`config.mk`:
```
export PLATFORM = sky130hd
export DESIGN_NAME = bcd_time_counter
export DESIGN_NICKNAME = d
export VERILOG_FILES = /design/src/rtl/clock_pkg.sv /design/src/rtl/bcd_mod60.sv /design/src/rtl/bcd_time_counter.sv
export SDC_FILE = /design/constraint.sdc
export NUM_CORES = 1
export LEC_CHECK = 0
export CORE_MARGIN = 3
export CORE_UTILIZATION = 50
export DETAILED_ROUTE_END_ITERATION = 7
export MAX_ROUTING_LAYER = met4
export PLACE_DENSITY = 0.81
export REMOVE_ABC_BUFFERS = 1
export SYNTH_ARGS = -nofsm -noshare
export SYNTH_HDL_FRONTEND = slang
export SYNTH_HIERARCHICAL = 1
export SYNTH_SLANG_ARGS = --single-unit
```
`constraint.sdc`:
```
create_clock -name CLK -period 7.3 [get_ports CLK]
set_input_delay 1.46 -clock CLK [delete_from_list [all_inputs] [get_ports CLK]]
set_output_delay 1.46 -clock CLK [all_outputs]
set_load 0.1 [all_outputs]
```
`src/rtl/clock_pkg.sv`:
```
// Shared constants for the digital-clock timekeeping blocks: mode encodings
// and BCD field limits. Hours are held as {tens[1:0], ones[3:0]}.
package clock_pkg;

    typedef enum logic [1:0] {
        MODE_RUN     = 2'b00,
        MODE_SET_MIN = 2'b01,
        MODE_SET_HR  = 2'b10,
        MODE_RSVD    = 2'b11
    } mode_e;

    localparam logic [7:0] SEC_MAX = 8'h59;
    localparam logic [7:0] MIN_MAX = 8'h59;

    localparam logic [5:0] HR24_RESET = 6'h00;
    localparam logic [5:0] HR24_MAX   = 6'h23;

    localparam logic [5:0] HR12_RESET = 6'h12;
    localparam logic [5:0] HR12_MAX   = 6'h12;
    localparam logic [5:0] HR12_MIN   = 6'h01;
    localparam logic [5:0] HR12_PM_TOGGLE = 6'h11;

endpackage

```
`src/rtl/bcd_mod60.sv`:
```
// Two-digit BCD counter 00..LIMIT with synchronous clear; co flags the step
// that wraps LIMIT back to 00 so the next field can advance on the same edge.
module bcd_mod60
    import clock_pkg::*;
#(
    parameter logic [7:0] LIMIT = SEC_MAX
) (
    input  logic       clk,
    input  logic       clr,
    input  logic       en,
    output logic [3:0] ones,
    output logic [2:0] tens,
    output logic       co
);

    logic at_limit;

    assign at_limit = ({1'b0, tens, ones} == LIMIT);
    assign co       = en & at_limit;

    always_ff @(posedge clk) begin
        if (clr) begin
            ones <= 4'd0;
            tens <= 3'd0;
        end else if (en) begin
            if (at_limit) begin
                ones <= 4'd0;
                tens <= 3'd0;
            end else if (ones == 4'd9) begin
                ones <= 4'd0;
                tens <= tens + 3'd1;
            end else begin
                ones <= ones + 4'd1;
            end
        end
    end

endmodule

```
`src/rtl/bcd_time_counter.sv`:
```
// BCD hh:mm:ss timekeeper driven by the 1 Hz tick, with 12/24 h formats,
// manual minute/hour setting and a day (or half-day) rollover pulse.
module bcd_time_counter
    import clock_pkg::*;
#(
    parameter int HOURS = 24
) (
    input  logic       CLK,
    input  logic       CLEAR,
    input  logic       TICK,
    input  logic [1:0] SET_MODE,
    input  logic       INC,
    output logic [3:0] SEC_ONES,
    output logic [2:0] SEC_TENS,
    output logic [3:0] MIN_ONES,
    output logic [2:0] MIN_TENS,
    output logic [3:0] HR_ONES,
    output logic [1:0] HR_TENS,
    output logic       PM,
    output logic       ROLLOVER
);

    if (HOURS != 12 && HOURS != 24) begin : g_bad_hours
        $error("bcd_time_counter: HOURS must be 12 or 24, got %0d", HOURS);
    end

    localparam bit         IS12       = (HOURS == 12);
    localparam logic [5:0] HR_RESET   = IS12 ? HR12_RESET : HR24_RESET;
    localparam logic [5:0] HR_MAX     = IS12 ? HR12_MAX   : HR24_MAX;
    localparam logic [5:0] HR_WRAP_TO = IS12 ? HR12_MIN   : HR24_RESET;
    // The hour whose increment ends the day (24 h) or half-day (12 h)
    localparam logic [5:0] HR_DAY_END = IS12 ? HR12_PM_TOGGLE : HR24_MAX;

    mode_e      mode;
    logic       run, set_min, set_hr;
    logic       sec_co, min_co, hr_step;
    logic [5:0] hr_q, hr_inc, hr_next;
    logic       pm_flip, day_wrap;

    assign mode    = mode_e'(SET_MODE);
    assign set_min = (mode == MODE_SET_MIN);
    assign set_hr  = (mode == MODE_SET_HR);
    assign run     = ~(set_min | set_hr);

    // Seconds are held at 00 for as long as either set mode is active
    bcd_mod60 #(.LIMIT(SEC_MAX)) u_sec (
        .clk  (CLK),
        .clr  (CLEAR | set_min | set_hr),
        .en   (run & TICK),
        .ones (SEC_ONES),
        .tens (SEC_TENS),
        .co   (sec_co)
    );

    bcd_mod60 #(.LIMIT(MIN_MAX)) u_min (
        .clk  (CLK),
        .clr  (CLEAR),
        .en   ((run & sec_co) | (set_min & INC)),
        .ones (MIN_ONES),
        .tens (MIN_TENS),
        .co   (min_co)
    );

    // Minute carry only reaches the hours while running; set mode never carries
    assign hr_step = (run & min_co) | (set_hr & INC);

    always_comb begin
        hr_inc   = (hr_q[3:0] == 4'd9) ? {hr_q[5:4] + 2'd1, 4'd0}
                                       : {hr_q[5:4], hr_q[3:0] + 4'd1};
        hr_next  = (hr_q == HR_MAX) ? HR_WRAP_TO : hr_inc;
        pm_flip  = IS12 && (hr_q == HR12_PM_TOGGLE);
        day_wrap = (hr_q == HR_DAY_END);
    end

    always_ff @(posedge CLK) begin
        if (CLEAR) begin
            hr_q     <= HR_RESET;
            PM       <= 1'b0;
            ROLLOVER <= 1'b0;
        end else begin
            ROLLOVER <= run & min_co & day_wrap;
            if (hr_step) begin
                hr_q <= hr_next;
                if (pm_flip) begin
                    PM <= ~PM;
                end
            end
        end
    end

    assign HR_TENS = hr_q[5:4];
    assign HR_ONES = hr_q[3:0];

endmodule

```
==> run summary, run 1 <==
The flow ran to the end, and the final reports show no timing, DRC or antenna violations. The cell family contributing the most delay on the critical path is simple AND/OR/NAND/NOR gates. The average footprint of a synthesized cell is 9.10 um^2. The share of the clock period used by the worst path after layout is 55.1%. The power per standard cell area came out at 142 nW/um^2.

The part of the total power dissipated in sequential elements is 57.8%. The area of the core came out at 2060 um^2. The worst setup path is of the input port to flop kind. Clock-pin slew was measured on the worst setup and hold paths at 110 ps. The cell count after synthesis is 125. The power share of the clock group is 26.5%. The distinct cell type count after synthesis is 34. After detailed routing, the number of vias per cell comes to 5.26.

The maximum level of the CTS H-tree came out at 1. Compared with the post-synthesis result, the final layout area differs by 27.2%. The site row count is 16. The final-layout worst hold slack is 494 ps.

The number of global-route vias before repair is 892. The worst min-delay path category is flop to flop. The final setup violation count came out at 0. In this run the post-CTS setup repair buffer count came out at 0. For this design, the sink count on the clock tree is 21. The clock tree root buffer cell is sky130_fd_sc_hd__clkbuf_4.

After detailed placement, the total cell area comes to 1420 um^2. The largest stage delay on the critical path came out at 480 ps. For this block, the initial DRC count from the detailed router was 18. In this run switching power makes up 28.5% of total power. TritonCTS created 3 clock buffers.

The number of buffers and inverters on the critical path is 2. The routability congestion estimate came out at 0.841. The horizontal die dimension came out at 53.7 um.

The proportion of layout cells with a drive suffix above 1 came out at 3.27%. The largest driver fanout on the critical path came out at 8. STA classifies the critical path startpoint as an input port. TritonCTS built the clock tree. The leakage component of the power came out at 0.000572 uW.

The maximum achievable frequency came out at 0.249 GHz. The number of design rule violations left after detail routing came out at 0. The repair_antennas step left the layout with diodes totalling 0. The time the worst path needs with I/O delays and setup came out at 4020 ps. The accumulated negative setup slack is 0 ps. The power dissipated by switching net loads is 58.6 uW.

The cell-internal power came out at 147 uW. The global-route wire length before repair is 3800 um. The critical path goes through clkdlybuf4s50_1 -> inv_1 -> ha_1 -> and2_1 -> nand4b_4 -> nor2_1 -> a22o_1 -> nand4b_4 -> nor2_1 -> a22oi_1 -> a211oi_1 -> o32ai_1. Max-cap violations in this run came to 0.

The number of I/O port buffers came out at 26. The pin count of the biggest net entering global routing came out at 16. The total non-filler cell area in the finished layout is 1450 um^2. The total power draw came out at 205 uW. The slowest stage of the critical path is the sky130_fd_sc_hd__clkdlybuf4s50_1 cell. The residual antenna-violating net count after detailed routing is 0. Summed over all layers, the global routing overflow is 0.

The number of gates resized after CTS came out at 0. The total via count after detailed routing came out at 947. The latest clock arrival within the worst-skew pair is 290 ps. The final max-slew violation count is 0.

The initial standard-cell utilization of the core is 55.2%. The total of hold buffers inserted after clock tree synthesis came out at 0. Once detailed placement completed, the half-perimeter wirelength came to 1710 um.

The actual transition at the worst max-transition pin came out at 982 ps. Across the VDD grid, the largest voltage drop is 0.119 mV. The die is 53.7 um tall. The required time at the endpoint of the critical path is 7470 ps. The worst-case headroom to the max-slew limit is 34.3%. The sum of routed wire length over all layers is 2240 um. Of the total power, combinational logic draws 15.7%.

The routed wire length per instance is 12.4 um. The post-synthesis register bit count is 21. The arrival time at the worst endpoint is 4190 ps. The final layout contains 171 nets. The maximum clock insertion buffer count came out at 2. The hold violation count in the final report came to 0. The worst setup path is captured at a flop.

The post-synthesis sequential area ratio came out at 37.0%. Setup repair after global routing left no endpoint under its margin. The initial antenna violation count came out at 0. In the global route stage, overall resource usage came out at 18.0%. For this run, the number of Yosys warnings is 6. The cell area after synthesis came out at 1140 um^2. The detailed-router iteration count before antenna repair came out at 4.

The worst-case clock skew is 4.23 ps. The count of boundary I/O pins is 28. The overall die area came out at 2880 um^2.
[layout make-up]
cell class	instances	area, um^2
Multi-Input combinational cell	92	668
Clock buffer	4	26.3
Sequential cell	21	420
Tap cell	27	33.8
Fill cell	164	616
Inverter	10	37.5
Timing Repair Buffer	26	260
[power groups by stage]
stage                     Combinational [uW]  Sequential, uW  Clock, uW
after CTS                               32.4             119       56.7
final                                   32.3             119       54.5
after floorplan                         11.8             132          0
after global routing                    34.4             119       60.5
after global placement                  31.8             121          0
after detailed placement                32.0             121          0
[per-layer routing]
metal,wire [um],up-vias,global-route usage [%],share of wire [%]
li1,-,490,-,-
met1,1090,435,22.1,49
met2,1050,20,30.4,47
met3,77,2,2.49,3.4
met4,14,0,5.11,0.63
met5,0,-,-,0
[worst paths after layout]
check / from / endpoint / slack [ps] / cells after the start
hold reg to reg: u_sec/tens[1]$_SDFFE_PP0P_ / u_sec/tens[1]$_SDFFE_PP0P_ / 490 / 2
hold / removal: u_sec/tens[1]$_SDFFE_PP0P_ / u_sec/tens[1]$_SDFFE_PP0P_ / 490 / 2
setup / recovery: SET_MODE[0] / hr_q[5]$_SDFFE_PP0P_ / 3280 / 12
setup reg to reg: u_sec/ones[0]$_SDFFE_PP0P_ / hr_q[5]$_SDFFE_PP0P_ / 5020 / 9
[cell usage after synthesis, drive strengths merged]
cell type  number  area, um^2
a211oi          3        22.5
a21oi           7        35.0
a22o            2        17.5
a22oi           1        7.51
a31oi           1        6.26
and2            1        6.26
buf             1        7.51
clkbuf          1        3.75
conb            1        3.75
dfxtp          21         420
ha             11         138
inv            10        37.5
mux2i           1        10.0
nand2          10        37.5
nand2b          2        12.5
nand3           1        5.00
nand3b          1        7.51
nand4           3        18.8
nand4b          3        56.3
nand4bb         1        11.3
nor2           14        52.6
nor2b           2        12.5
nor3b           1        7.51
nor4            1        6.26
o21ai           4        20.0
o31ai           1        7.51
o32ai           2        17.5
or2b            2        15.0
or3             2        12.5
or3b            7        61.3
or4             1        7.51
xnor2           2        17.5
xor2            4        35.0
[worst register-to-register path: stages, from the launching register on]
cell	delay [ps]
sky130_fd_sc_hd__dfxtp_1	430
sky130_fd_sc_hd__ha_1	220
sky130_fd_sc_hd__nand4b_4	140
sky130_fd_sc_hd__nor2_1	130
sky130_fd_sc_hd__a22o_1	280
sky130_fd_sc_hd__nand4b_4	170
sky130_fd_sc_hd__nor2_1	230
sky130_fd_sc_hd__a22oi_1	160
sky130_fd_sc_hd__a211oi_1	280
sky130_fd_sc_hd__o32ai_1	120
[cell usage in the layout, fill, tap and decap left out, types with 2 or more instances in the layout]
master and instances:
sky130_fd_sc_hd__or2b_1 2, sky130_fd_sc_hd__nor2b_1 2, sky130_fd_sc_hd__clkdlybuf4s50_1 26, sky130_fd_sc_hd__a211oi_1 3, sky130_fd_sc_hd__a21oi_1 7, sky130_fd_sc_hd__nor2_1 14
sky130_fd_sc_hd__xnor2_1 2, sky130_fd_sc_hd__nand4_1 3, sky130_fd_sc_hd__dfxtp_1 21, sky130_fd_sc_hd__o21ai_0 4, sky130_fd_sc_hd__o32ai_1 2, sky130_fd_sc_hd__clkbuf_4 3
sky130_fd_sc_hd__or3_1 2, sky130_fd_sc_hd__inv_1 10, sky130_fd_sc_hd__ha_1 11, sky130_fd_sc_hd__nand4b_4 2, sky130_fd_sc_hd__nand2b_1 2, sky130_fd_sc_hd__a22o_1 2
sky130_fd_sc_hd__xor2_1 4, sky130_fd_sc_hd__or3b_1 7, sky130_fd_sc_hd__nand2_1 10
[sequential cells by signal, indices dropped and copies added (netlist names)]
name / flops
ROLLOVER: 1
hr_q: 6
u_min/ones: 4
u_min/tens: 3
u_sec/ones: 4
u_sec/tens: 3
[kinds of logic after synthesis]
logic type | Yosys count | synth area share [%]
simple gates | 52 | 29.0
flops | 21 | 37.0
compound gates | 21 | 11.8
buf+inv | 12 | 4.29
fa+ha+maj | 11 | 12.1
other cells | 1 | 0.330
mux | 1 | 0.880
xor+xnor | 6 | 4.62
[stage by stage]
stage | utilization [%] | instances | setup WS, ps
after global routing | 70.1 | 180 | 2960
after CTS | 70.1 | 180 | 3260
after detailed placement | 68.9 | 176 | 2990
final | 70.1 | 180 | 3280
after global placement | 68.9 | 176 | 3060
after floorplan | - | 123 | 3680
Note: power is estimated with default switching activity, not from simulation.
==> run 2: changes to the inputs <==
--- a/config.mk
+++ b/config.mk
@@ -6,10 +6,10 @@
 export NUM_CORES = 1
 export LEC_CHECK = 0
 export CORE_MARGIN = 3
-export CORE_UTILIZATION = 50
+export CORE_UTILIZATION = 43
 export DETAILED_ROUTE_END_ITERATION = 7
 export MAX_ROUTING_LAYER = met4
-export PLACE_DENSITY = 0.81
+export PLACE_DENSITY = 0.74
 export REMOVE_ABC_BUFFERS = 1
 export SYNTH_ARGS = -nofsm -noshare
 export SYNTH_HDL_FRONTEND = slang
==> constraint.sdc (replaced) <==
create_clock -name CLK -period 3.3 [get_ports CLK]
set_input_delay 0.66 -clock CLK [delete_from_list [all_inputs] [get_ports CLK]]
set_output_delay 0.66 -clock CLK [all_outputs]
set_load 0.1 [all_outputs]
==> run summary, run 2 (same netlist as run 1, synthesis figures left out) <==
The number of gates resized after CTS came out at 0. The count of nets left with antenna violations once routing finished came out at 0. After routing, the total negative slack on setup checks comes to 0 ps. The initial antenna violation count is 0. The power per standard cell area came out at 321 nW/um^2. The total non-filler cell area in the finished layout came out at 1430 um^2.

The largest registers in the layout are hr_q x6, u_min/ones x4, u_sec/ones x4. The flow ran to the end, and the final reports show no timing, DRC or antenna violations. At the end of routability-driven placement, the weighted congestion stood at 0.789. The root buffer cell chosen for the clock tree is sky130_fd_sc_hd__clkbuf_4. The reg2reg setup slack is 1230 ps. For this run, global-route usage on met1 was measured as 18.9%. The arrival time at the worst endpoint is 3080 ps. The remaining global-route overflow came out at 0. The number of buffers inserted to repair setup after CTS is 0.

Summed over all nets, the half-perimeter wirelength after detailed placement is 1810 um. The number of design rule violations left after detail routing is 0. The maximum vdd ir drop is 0.209 mV. The final max-slew violation count is 0.

The total CTS buffers is 3. The proportion of layout cells with a drive suffix above 1 came out at 19.7%. The time the worst path needs with I/O delays and setup came out at 2880 ps. TritonCTS built the clock tree.

The routed wire length per instance is 12.6 um. In this run the critical register-to-register path is captured at hr_q[4]$_SDFFE_PP0P_. STA classifies the critical path endpoint as a flop. The total cell area at the placement stage is 1400 um^2. The count of boundary I/O pins is 28. In this run the critical register-to-register path is launched from u_sec/ones[0]$_SDFFE_PP0P_. The sequential cell area in the final layout is 420 um^2.

The global-route wire length before repair came out at 4060 um. The final route contains 958 vias. The sum of routed wire length over all layers is 2360 um. The number of diodes is 0.

The hold violation count in the final report came to 0. The detailed-router iteration count before antenna repair came out at 4. The largest driver fanout on the critical path came out at 8.

The required time at the endpoint of the critical path is 3500 ps. The tool flagged a number of max-cap violations equal to 0. In this run the vertical extent of the chip is 57.4 um.

met2 is the most crowded layer. The number of clock sinks is 21. The final-layout worst hold slack is 509 ps. Global routing used 2.71% of the available met3 tracks. The count of routing violations after the opening detailed-route iteration is 26.

The source of the worst hold timing path is u_min/tens[1]$_SDFFE_PP0P_. Leaving out fill and tap cells, the most frequent cell in the layout is sky130_fd_sc_hd__buf_4. The path class of the tightest hold or removal check is flop to flop. For the worst flop-to-flop path, the logic depth is 9. The maximum achievable frequency came out at 0.348 GHz. The leakage component of the power came out at 0.000637 uW. The class of the most critical setup path is input port to flop. The global routing usage summed across all routing layers came out at 15.9%. The design draws 459 uW. The final net count came out at 175. The via density per instance is 5.12. Setup repair after global routing left no endpoint under its margin. The clock transition time at the flip-flop clock pins of the worst setup and hold paths is 120 ps. The number of global-route vias before repair came out at 980. Across the routed clock network, the largest skew measured is 9.87 ps.

The total area inside the core boundary comes to 2500 um^2. Row generation in the floorplan step produced 18 rows. The pin count of the biggest net entering global routing came out at 16. No sink is reached through more buffers than the 2 on the longest clock path.

The latest clock arrival within the worst-skew pair came out at 300 ps. The total of fill cells in the finished design came out at 243. The global-route met2 utilization came out at 26.0%.

The worst hold path passes through 2 cells. Counting flops per register, the top entry is hr_q. Setup violations remaining at the end of the flow were counted as 0. Compared with the post-synthesis result, the final layout area differs by 25.6%. The library cells used most frequently in the layout, excluding fill and tap cells, are sky130_fd_sc_hd__buf_4, sky130_fd_sc_hd__dfxtp_1, sky130_fd_sc_hd__nor2_1, sky130_fd_sc_hd__ha_1. The floorplan step defined a die boundary enclosing 3300 um^2. The horizontal die dimension is 57.4 um. The most critical setup path has its startpoint at SET_MODE[0]. The sort of element at the start of the critical path is an input port.

The share of the clock period used by the worst path after layout is 87.2%. For hold timing, the worst endpoint is u_min/tens[1]$_SDFFE_PP0P_. The initial standard-cell utilization of the core is 45.5%. The number of I/O port buffers came out at 26. The combined area of the multi-input logic cells came out at 668 um^2.

The total of hold buffers inserted after clock tree synthesis came out at 0. The maximum level of the CTS H-tree came out at 1. The register with the most flip-flops in the layout has 6 of them.
-- run 2: cell count changes in the layout (fill, tap and decap cells not counted) --
cell / before / now
sky130_fd_sc_hd__clkdlybuf4s50_1: 26 / 5
sky130_fd_sc_hd__clkbuf_1: 1 / 0
sky130_fd_sc_hd__clkinv_2: 0 / 1
sky130_fd_sc_hd__buf_4: 0 / 25
-- run 2: power by group --
part           switching, uW  internal [uW]  total, uW
clock                   78.2           45.2        123
combinational           51.5           22.0       73.5
sequential              5.30            257        262
-- run 2: per-layer routing --
layer / up-vias / routed length (um)
met5: - / 0
met4: 0 / 18
met3: 2 / 90
met2: 15 / 1140
met1: 444 / 1110
li1: 497 / -
-- run 2: layout make-up --
type	instances	share of cell area, %
clock buffer	3	1.58
clock inverter	1	0.350
inverter	10	2.63
multi-input combinational	92	46.8
sequential	21	29.4
tap	30	2.63
timing repair buffer	30	16.6
-- run 2: worst max path at each step --
stage / end / slack, ps
after floorplan: hr_q[0]$_SDFFE_PP0P_ / 450
after global placement: hr_q[5]$_SDFFE_PP0P_ / 140
after detailed placement: hr_q[5]$_SDFFE_PP0P_ / 90
after CTS: hr_q[5]$_SDFFE_PP0P_ / 410
after global routing: hr_q[5]$_SDFFE_PP0P_ / 140
final: hr_q[4]$_SDFFE_PP0P_ / 420
-- run 2: through the flow --
stage / util (%) / std cells / setup WS, ps
final: 57.2 / 187 / 423
after global routing: 57.2 / 187 / 137
after CTS: 57.2 / 187 / 406
after detailed placement: 56.1 / 183 / 89.0
after global placement: 56.1 / 183 / 143
after floorplan: - / 123 / 448
-- run 2: worst max-delay path, stage by stage --
cell and delay [ps]:
sky130_fd_sc_hd__clkdlybuf4s50_1 490, sky130_fd_sc_hd__inv_1 50, sky130_fd_sc_hd__ha_1 340, sky130_fd_sc_hd__and2_1 200
sky130_fd_sc_hd__nand4b_4 110, sky130_fd_sc_hd__nor2_1 120, sky130_fd_sc_hd__a22o_1 190, sky130_fd_sc_hd__nand4b_4 160
sky130_fd_sc_hd__nor2_1 210, sky130_fd_sc_hd__a22oi_1 160, sky130_fd_sc_hd__a211oi_1 260, sky130_fd_sc_hd__o32ai_1 120
==> run 3: changes to the inputs <==
--- a/config.mk
+++ b/config.mk
@@ -5,7 +5,7 @@
 export SDC_FILE = /design/constraint.sdc
 export NUM_CORES = 1
 export LEC_CHECK = 0
-export CORE_MARGIN = 3
+export CORE_MARGIN = 4
 export CORE_UTILIZATION = 43
 export DETAILED_ROUTE_END_ITERATION = 7
 export MAX_ROUTING_LAYER = met4
==> run summary, run 3 (same netlist as run 1, synthesis figures left out) <==
The flow ran to the end, and the final reports show no timing, DRC or antenna violations. The total via count after detailed routing came out at 955. The area growth from synthesis to layout is 25.5%. The leakage component of the power is 0.000634 uW. The clock tree root buffer cell is sky130_fd_sc_hd__clkbuf_4. In this run the number of H-tree levels came out at 1. The accumulated negative setup slack came out at 0 ps. The required time at the endpoint of the critical path is 3490 ps. The count of max-cap constraint violations came out at 0. The total of fill cells in the finished design came out at 233. The sequential cell area in the final layout came out at 420 um^2. Setup repair after global routing left no endpoint under its margin. Dividing total power by cell area gives a power density of 320 nW/um^2.

The final-layout worst hold slack came out at 502 ps. The pin count of the biggest net entering global routing came out at 16. The site row count is 18.

The residual antenna-violating net count after detailed routing came out at 0. The worst path uses 87.6% of the clock period. The worst setup path is launched from an input port.

The clock transition time at the flip-flop clock pins of the worst setup and hold paths came out at 110 ps. The global-route wire length before repair is 3770 um. Setup violations remaining at the end of the flow were counted as 0.

Measured along the x axis, the die boundary spans 59.4 um. The remaining global-route overflow is 0. The height of the chip is 59.4 um. Buffers placed on the I/O ports in this run total 26. Among all stages on the critical path, the largest delay is contributed by sky130_fd_sc_hd__clkdlybuf4s50_1. The maximum clock insertion buffer count is 2. Global routing used 14.3% of the available tracks across all layers. STA classifies the critical path endpoint as a flop. After the first detailed-routing iteration, the DRC count stood at 48. TritonCTS built the clock tree. The largest stage delay on the critical path came out at 480 ps.

Gates resized during post-CTS repair numbered 0. The register with the highest flop count is hr_q. The count of boundary I/O pins came out at 28. The worst setup slack after layout came out at 409 ps. Before CTS, the worst setup slack after placement is 91.4 ps.

The number of diodes came out at 0. The final max-slew violation count is 0. The total CTS buffers came out at 3. The overall die area is 3530 um^2. The floorplan step defined a core boundary enclosing 2500 um^2. The min-delay analysis places its worst path in the category flop to flop.

The hold violation count in the final report is 0. The setup path with the least slack is of type input port to flop. In the final layout, the share of cells above drive strength 1 is 19.1%. In the routed design, unresolved DRC markers number 0. The maximum vdd ir drop came out at 0.257 mV. The pre-antenna-repair detailed-routing pass consisted of 4 iterations. The routability congestion estimate is 0.809. The worst path needs 2890 ps of the cycle, external delays included. The number of clock sinks is 21.

The sum of routed wire length over all layers came out at 2230 um. The number of global-route vias before repair is 871. The largest registers in the layout are hr_q x6, u_min/ones x4, u_sec/ones x4. The latest clock arrival within the worst-skew pair is 290 ps. The number of flip-flops in the largest register came out at 6.

The top cell types in the final layout, fill and taps aside, are sky130_fd_sc_hd__buf_4, sky130_fd_sc_hd__dfxtp_1, sky130_fd_sc_hd__nor2_1, sky130_fd_sc_hd__ha_1. The initial antenna violation count is 0. Buffers added to address setup during post-CTS repair amount to 0. The arrival time at the worst endpoint came out at 3080 ps. The combined area of the multi-input logic cells is 668 um^2.

The final net count is 175. The total half-perimeter wirelength after legalization and detailed placement came out at 1730 um. Walking the worst path, the cells encountered are clkdlybuf4s50_1 -> inv_1 -> ha_1 -> and2_1 -> nand4b_4 -> nor2_1 -> a22o_1 -> nand4b_4 -> nor2_1 -> a22oi_1 -> a211oi_1 -> o32ai_1. The initial standard-cell utilization of the core came out at 45.5%. The utilization after layout is 57.1%.

The routed wire length per instance came out at 11.9 um. The worst-case clock skew came out at 0.999 ps. Of all nets on the critical path, the largest fanout is 8. The maximum achievable frequency came out at 0.346 GHz. The via density per instance is 5.11. For this design, the CTS-stage hold fixing added 0 buffers. The library cell used most frequently in the layout, excluding fill and tap cells, is sky130_fd_sc_hd__buf_4.
## run 3: worst paths after layout
path	startpoint	endpoint	slack (ps)	cells after the start
max	SET_MODE[0]	hr_q[5]$_SDFFE_PP0P_	410	12
min	u_sec/tens[1]$_SDFFE_PP0P_	u_sec/tens[1]$_SDFFE_PP0P_	500	2
max reg2reg	u_sec/ones[0]$_SDFFE_PP0P_	hr_q[5]$_SDFFE_PP0P_	1210	9
min reg2reg	u_sec/tens[1]$_SDFFE_PP0P_	u_sec/tens[1]$_SDFFE_PP0P_	500	2
## run 3: critical path: cells and delay by family
family | cells | cell delay, ps
AND/OR/NAND/NOR | 5 | 800
AO/OA/AOI/OAI | 4 | 740
buffers and inverters | 2 | 530
adder cells (fa/ha/maj) | 1 | 340
## run 3: per-stage QoR
step	instance area, um^2	cells	total power, uW
floorplan	1130	123	318
global placement	1400	183	340
detailed placement	1400	183	341
CTS	1430	187	463
global route	1430	187	476
finish	1430	187	457
## run 3: where the power goes
part	total (uW)	switching (uW)	internal, uW
Clock	122	74.6	47.0
Combinational	73.0	51.1	22.0
Sequential	262	5.48	257
Total	457	131	326
## run 3: area by class of cell
type                    instances  share of cell area [%]
well taps                      30                    2.63
clock buffers                   4                    1.84
inverters                      10                    2.63
multi-input cells              92                    46.8
repair buffers                 30                    16.7
flip-flops and latches         21                    29.4
## run 3: layer usage
metal	vias to the layer above	GRT usage (%)	wire length (um)
li1	496	-	-
met4	0	5.83	12
met1	432	17.7	1020
met5	-	-	0
met3	2	2.61	116
met2	25	22.8	1080
